===== config.mk =====
export PLATFORM = sky130hd
export DESIGN_NAME = cpu_memory
export DESIGN_NICKNAME = d
export VERILOG_FILES = /design/src/rtl/cpu_pkg.sv /design/src/rtl/mem_array.sv /design/src/rtl/cpu_memory.sv
export SDC_FILE = /design/constraint.sdc
export NUM_CORES = 2
export LEC_CHECK = 0
export ABC_AREA = 0
export CAP_MARGIN = 0
export CORE_UTILIZATION = 50
export CTS_CLUSTER_SIZE = 20
export DETAILED_ROUTE_END_ITERATION = 8
export PLACE_DENSITY = 0.77
export SYNTH_ARGS = -nofsm -noshare
export SYNTH_HDL_FRONTEND = slang
export SYNTH_SLANG_ARGS = --single-unit

===== constraint.sdc =====
create_clock -name clk -period 5.05 [get_ports clk]
set_clock_uncertainty 0.1 [all_clocks]
set_input_delay 1.01 -clock clk [delete_from_list [all_inputs] [get_ports clk]]
set_output_delay 1.01 -clock clk [all_outputs]
set_load 0.05 [all_outputs]

===== src/rtl/cpu_pkg.sv =====
// Shared definitions for the cpu_memory block.
//   mem_state_e : controller states (CLEAR zeroes the array, IDLE serves requests)
//   MEM_ADDR_W  : default request address width
//   MEM_DATA_W  : default data width
package cpu_pkg;

  typedef enum logic {
    CLEAR = 1'b0,
    IDLE  = 1'b1
  } mem_state_e;

  localparam int MEM_ADDR_W = 8;
  localparam int MEM_DATA_W = 16;

endpackage


===== src/rtl/mem_array.sv =====
// Single-port word storage with byte-enable write and registered read.
// The storage is never reset; the owner zeroes it by writing.
// Ports:
//   clk   : clock
//   we    : write strobe, bytes selected by be are updated at the edge
//   re    : read strobe, rdata captures mem[addr] at the edge and holds otherwise
//   addr  : word address (caller guarantees addr < DEPTH when we/re is high)
//   wdata : write data
//   be    : byte enables, bit i covers wdata[8i+7:8i]
//   rdata : registered read data
module mem_array #(
  parameter int ADDR_W = 8,
  parameter int DATA_W = 16,
  parameter int DEPTH  = 256
) (
  input  logic                clk,
  input  logic                we,
  input  logic                re,
  input  logic [ADDR_W-1:0]   addr,
  input  logic [DATA_W-1:0]   wdata,
  input  logic [DATA_W/8-1:0] be,
  output logic [DATA_W-1:0]   rdata
);

  logic [DATA_W-1:0] mem [DEPTH];

  always_ff @(posedge clk) begin
    if (we) begin
      for (int i = 0; i < DATA_W/8; i++) begin
        if (be[i]) mem[addr][8*i +: 8] <= wdata[8*i +: 8];
      end
    end
    if (re) rdata <= mem[addr];
  end

endmodule


===== src/rtl/cpu_memory.sv =====
// Request/response memory with a power-on (and on-demand) clear sequence.
// Ports:
//   clk, rst_n           : clock, asynchronous active-low reset
//   clr                  : pulse in IDLE restarts the clear of the whole array
//   req_valid/req_ready  : request handshake
//   req_we, req_addr     : 1 = write / 0 = read, word address
//   req_wdata, req_be    : write data and byte enables
//   rsp_valid/rsp_ready  : response handshake (one-entry response buffer)
//   rsp_rdata, rsp_err   : read data (0 for writes/errors), out-of-range flag
//   init_busy            : clear sequence in progress
module cpu_memory
  import cpu_pkg::*;
#(
  parameter int ADDR_W = MEM_ADDR_W,
  parameter int DATA_W = MEM_DATA_W,
  parameter int DEPTH  = 2**ADDR_W
) (
  input  logic                clk,
  input  logic                rst_n,
  input  logic                clr,
  input  logic                req_valid,
  output logic                req_ready,
  input  logic                req_we,
  input  logic [ADDR_W-1:0]   req_addr,
  input  logic [DATA_W-1:0]   req_wdata,
  input  logic [DATA_W/8-1:0] req_be,
  output logic                rsp_valid,
  input  logic                rsp_ready,
  output logic [DATA_W-1:0]   rsp_rdata,
  output logic                rsp_err,
  output logic                init_busy
);

  localparam int BE_W = DATA_W/8;

  mem_state_e        state, state_nxt;
  logic [ADDR_W-1:0] clr_cnt;
  logic              clr_last;
  logic              in_range;
  logic              accept;
  logic              rd_sel_p1;

  logic              arr_we, arr_re;
  logic [ADDR_W-1:0] arr_addr;
  logic [DATA_W-1:0] arr_wdata, arr_rdata;
  logic [BE_W-1:0]   arr_be;

  assign clr_last = (clr_cnt == ADDR_W'(DEPTH - 1));
  // Extra bit so DEPTH == 2**ADDR_W is representable in the compare.
  assign in_range = ({1'b0, req_addr} < (ADDR_W + 1)'(DEPTH));
  assign accept   = req_valid && req_ready;

  always_ff @(posedge clk or negedge rst_n) begin
    if (!rst_n) state <= CLEAR;
    else        state <= state_nxt;
  end

  always_comb begin
    state_nxt = state;
    init_busy = 1'b0;
    req_ready = 1'b0;
    case (state)
      CLEAR: begin
        init_busy = 1'b1;
        if (clr_last) state_nxt = IDLE;
      end
      IDLE: begin
        req_ready = !rsp_valid || rsp_ready;
        if (clr) state_nxt = CLEAR;
      end
      default: state_nxt = CLEAR;
    endcase
  end

  always_ff @(posedge clk or negedge rst_n) begin
    if (!rst_n)                              clr_cnt <= '0;
    else if (state == CLEAR && !clr_last)    clr_cnt <= clr_cnt + 1'b1;
    else                                     clr_cnt <= '0;
  end

  // The clear owns the array port in CLEAR; requests own it in IDLE.
  always_comb begin
    arr_we    = 1'b0;
    arr_re    = 1'b0;
    arr_addr  = req_addr;
    arr_wdata = req_wdata;
    arr_be    = req_be;
    if (state == CLEAR) begin
      arr_we    = 1'b1;
      arr_addr  = clr_cnt;
      arr_wdata = '0;
      arr_be    = '1;
    end else begin
      arr_we = accept && req_we  && in_range;
      arr_re = accept && !req_we && in_range;
    end
  end

  mem_array #(
    .ADDR_W (ADDR_W),
    .DATA_W (DATA_W),
    .DEPTH  (DEPTH)
  ) u_array (
    .clk   (clk),
    .we    (arr_we),
    .re    (arr_re),
    .addr  (arr_addr),
    .wdata (arr_wdata),
    .be    (arr_be),
    .rdata (arr_rdata)
  );

  // ---- response stage (_p1): one cycle after accept ----
  always_ff @(posedge clk or negedge rst_n) begin
    if (!rst_n) begin
      rsp_valid <= 1'b0;
      rsp_err   <= 1'b0;
      rd_sel_p1 <= 1'b0;
    end else if (accept) begin
      rsp_valid <= 1'b1;
      rsp_err   <= !in_range;
      rd_sel_p1 <= !req_we && in_range;
    end else if (rsp_ready) begin
      rsp_valid <= 1'b0;
      rsp_err   <= 1'b0;
      rd_sel_p1 <= 1'b0;
    end
  end

  // The array read register only moves on a read accept, so the selected
  // data holds while the response is stalled; writes/errors report zero.
  assign rsp_rdata = rd_sel_p1 ? arr_rdata : '0;

`ifndef SYNTHESIS
  a_req_known: assert property (@(posedge clk) disable iff (!rst_n)
    req_valid |-> !$isunknown({req_addr, req_we, req_be}))
    else $error("request control fields unknown while req_valid");

  a_req_stable: assert property (@(posedge clk) disable iff (!rst_n)
    (req_valid && !req_ready) |=> $stable({req_addr, req_we, req_be, req_wdata}))
    else $error("request fields changed while stalled");
`endif

endmodule

==> reports/results.txt <==
Worst-Margin Slew = 1.53 ns
max_cap viols = 1
Flop pwr share = 57.2%
minimum clock period = 5.03 ns
final period utilization = 99.6%
Clock Pin Slew Worst Setup and Hold Paths = 0.07 ns
post-synthesis compound-gate area fraction = 1.95%
largest net degree at the start of global routing = 130
failing checks = max-capacitance violations, max-slew violations
Final Worst Setup Slack = 0.0217 ns
effective utilization at floorplan = 50.3%
element type at the critical path start = register
most frequent standard cell in the layout excluding fill and tap cells = sky130_fd_sc_hd__edfxtp_1
post-detailed-placement half-perimeter wirelength = 243 mm
Worst Path Required = 5.53 ns
yosys warns = 0
post-synthesis share of cell area spent on full adders, half adders and majority gates = 0.00788%
Synth Area per Inst = 20.7 um2
end of the worst register-to-register path = u_array.rdata[9]
r2r startpoint = state
LEAKAGE = 48.9 nW
TritonCTS clock tree = built
Worst R2R Setup Slack = 0.02 ns
clock network latency to the later pin of the worst-skew pair = 0.93 ns
commonest cells after routing, fill and taps aside = sky130_fd_sc_hd__edfxtp_1, sky130_fd_sc_hd__nand2_1, sky130_fd_sc_hd__mux4_2
first-pass detailed-route iteration total = 6
Worst VDD drop = 0.000324 V
overall via count from detail_route = 83400
Clock Power Share = 42.7%
final setup violation count = 0
Post-Synthesis Cells = 7660
type of the tightest min-delay check = input port to asynchronous set/reset pin
area growth from synthesis to final layout = 14.0%
final global-route overflow total = 0
number of antenna-violating nets in the routed design = 0
H-tree depth = 5
count of boundary I/O pins = 52
Post-Synth Simple-Gate Area = 4.13%
number of global-route vias before repair = 83500
max-slew violation count = 2
slowest cell on the critical path = sky130_fd_sc_hd__o41ai_1
achievable clock frequency = 0.199 GHz
area of the mapped netlist = 159000 um2
per-cell via count in the routed design = 6.52
share of layout cells above drive strength 1 = 26.8%
switching part of the total = 19.1%
hold-fix buffers at CTS = 0
worst slew slack as a fraction of its limit = -3.62%
CTS max path bufs = 4
logic gate share of total power = 0.1%
First DRT Iteration DRCs = 12100
critical path cell sequence = buf_4 > inv_2 > nand2_1 > o22a_4 > buf_4 > a41oi_1 > o41ai_1 > o2111ai_1
area share of xor/xnor cells in the synthesized design = 0.0331%
Net count, final = 8349
first-pass GRT wire length = 587 mm
Worst Reg2Reg Path Length in Cells = 8
Die X = 566 um
total clock sinks = 4123
pre-CTS WS = -0.432 ns
drt total wl = 409 mm
critical path class = register to register
post-DR wirelength/cell = 32.0 um
share of synthesized area spent on multiplexers = 14.6%
worst stage delay on the critical path = 1.33 ns
Final Hold Viols = 0
number of buffers created by CTS = 374
final weighted congestion of routability-driven global placement = 0.882
die area = 320000 um2
status = complete, but fails checks
Vert. Die Dim = 566 um
standard-cell row count = 206
Mapped Nets = 7693
number of register bits inferred by synthesis = 4123
input/output buffers = 50
largest family of logic cells by synthesized area = multiplexers
Worst setup EP type = register
power density over cell area = 358 nW/um2
internal portion of total power = 52.4 mW
unrepaired setup endpoints after global routing = no
proportion of synthesized chip area in sequential cells = 77.9%
arrival time at the worst endpoint = 5.51 ns
switching component of the power = 12.4 mW
clock root buffer = sky130_fd_sc_hd__clkbuf_16
post-CTS setup repair buffer count = 0
antenna violations before repair = 24
most common cell type on the critical path = sky130_fd_sc_hd__buf_4
critical path fanouts, max = 34
global-route total usage across every layer = 25.5%
Floorplan Core Area = 315000 um2
post-layout util = 57.4%
DR DRC count = 0
PostCTS Resize Cnt = 0
Cell variety after synth = 47
-- kinds of logic (layout without fill, tap and decap cells) --
kind of cell	count (synthesis)	count (layout)
buffers and inverters	470	1419
AND/OR/NAND/NOR	1690	1690
XOR/XNOR	6	6
multiplexers	1028	1028
AO/OA/AOI/OAI	341	341
adder cells (fa/ha/maj)	1	1
flip-flops	4123	4123
other	1	18
-- state kept, by name (all words and copies together) (netlist names) --
name / count
clr_cnt: 8
rd_sel_p1: 1
rsp_valid: 1
state: 1
u_array.mem: 4096
u_array.rdata: 16
-- critical path: cells and delay by family, from the launching register on --
| family | cells | cell delay [ns] |
|---|---|---|
| AO/OA/AOI/OAI | 4 | 2.47 |
| buffers and inverters | 3 | 1.33 |
| flip-flops | 1 | 0.53 |
| AND/OR/NAND/NOR | 1 | 0.20 |
-- how the worst max path moves through the flow --
stage / startpoint / to / slack (ns) / cells past startpoint
6_report: state / u_array.rdata[9] / 0.02 / 8
5_1_grt: state / u_array.rdata[8] / 0.28 / 8
4_1_cts: state / u_array.rdata[9] / 0.32 / 8
3_5_place_dp: req_addr[0] / u_array.rdata[9] / -0.43 / 9
3_3_place_gp: req_addr[1] / u_array.rdata[2] / -0.53 / 10
2_1_floorplan: state / u_array.mem[0][0] / -0.23 / 5
-- power groups by stage --
stage	clock network [mW]	registers [mW]	logic [mW]
after floorplan	0	37.8	0.00404
after global placement	0	37.8	0.0464
after detailed placement	0	37.8	0.0473
after CTS	27.8	37.0	0.0475
after global routing	29.0	37.0	0.0502
final	27.7	37.0	0.0489
-- layout make-up --
type,instances,area (um2)
diodes,17,42.5
clock buffers,454,9770
clock inverters,215,1930
fillers,21700,135000
inverters,5,18.8
multi-input cells,3067,33200
flip-flops and latches,4123,124000
well taps,4160,5200
repair buffers,745,7080
-- stage by stage --
step,setup TNS (ns),hold WS [ns],instances,power [mW],area (um2)
floorplan,-587.50,0.406,7660,37.8,159000
global placement,-2.84,0.439,12100,37.8,169000
detailed placement,-1.80,0.460,12100,37.8,169000
CTS,0,0.417,12800,64.9,181000
global route,0,0.452,12800,66.1,181000
finish,0,0.426,12800,64.8,181000
-- cell usage after synthesis, drive strengths merged --
library cell | instances | area (um2)
a21boi | 1 | 7.51
a21oi | 1 | 5.00
a22o | 1 | 8.76
a22oi | 1 | 7.51
a32o | 3 | 30.0
a32oi | 1 | 8.76
a41o | 2 | 20.0
a41oi | 256 | 2240
and2 | 32 | 200
and3 | 2 | 12.5
buf | 255 | 1410
clkbuf | 210 | 788
conb | 1 | 3.75
dfrtp | 11 | 275
edfxtp | 4112 | 123000
ha | 1 | 12.5
inv | 5 | 18.8
mux2 | 2 | 30.0
mux2i | 2 | 20.0
mux4 | 1024 | 23100
nand2 | 1059 | 3980
nand2b | 8 | 50.1
nand3 | 34 | 170
nor2 | 529 | 1990
nor2b | 3 | 18.8
nor3 | 2 | 10.0
nor4 | 16 | 100
o2111ai | 16 | 140
o21ai | 3 | 15.0
o22a | 1 | 8.76
o22ai | 2 | 12.5
o31ai | 1 | 7.51
o32a | 1 | 10.0
o32ai | 3 | 26.3
o41ai | 48 | 541
or2 | 4 | 25.0
or3 | 1 | 6.26
xnor2 | 2 | 17.5
xor2 | 4 | 35.0
-- per-layer routing --
| metal | vias to the layer above | GRT usage, % | wire (um) |
|---|---|---|---|
| met3 | 1062 | 5.96 | 50600 |
| met2 | 6448 | 40.2 | 197000 |
| met1 | 43200 | 33.8 | 142000 |
| met5 | - | 0 | 119 |
| met4 | 18 | 11.7 | 20500 |
| li1 | 32700 | - | - |
Power figures use the tool's default switching activity.
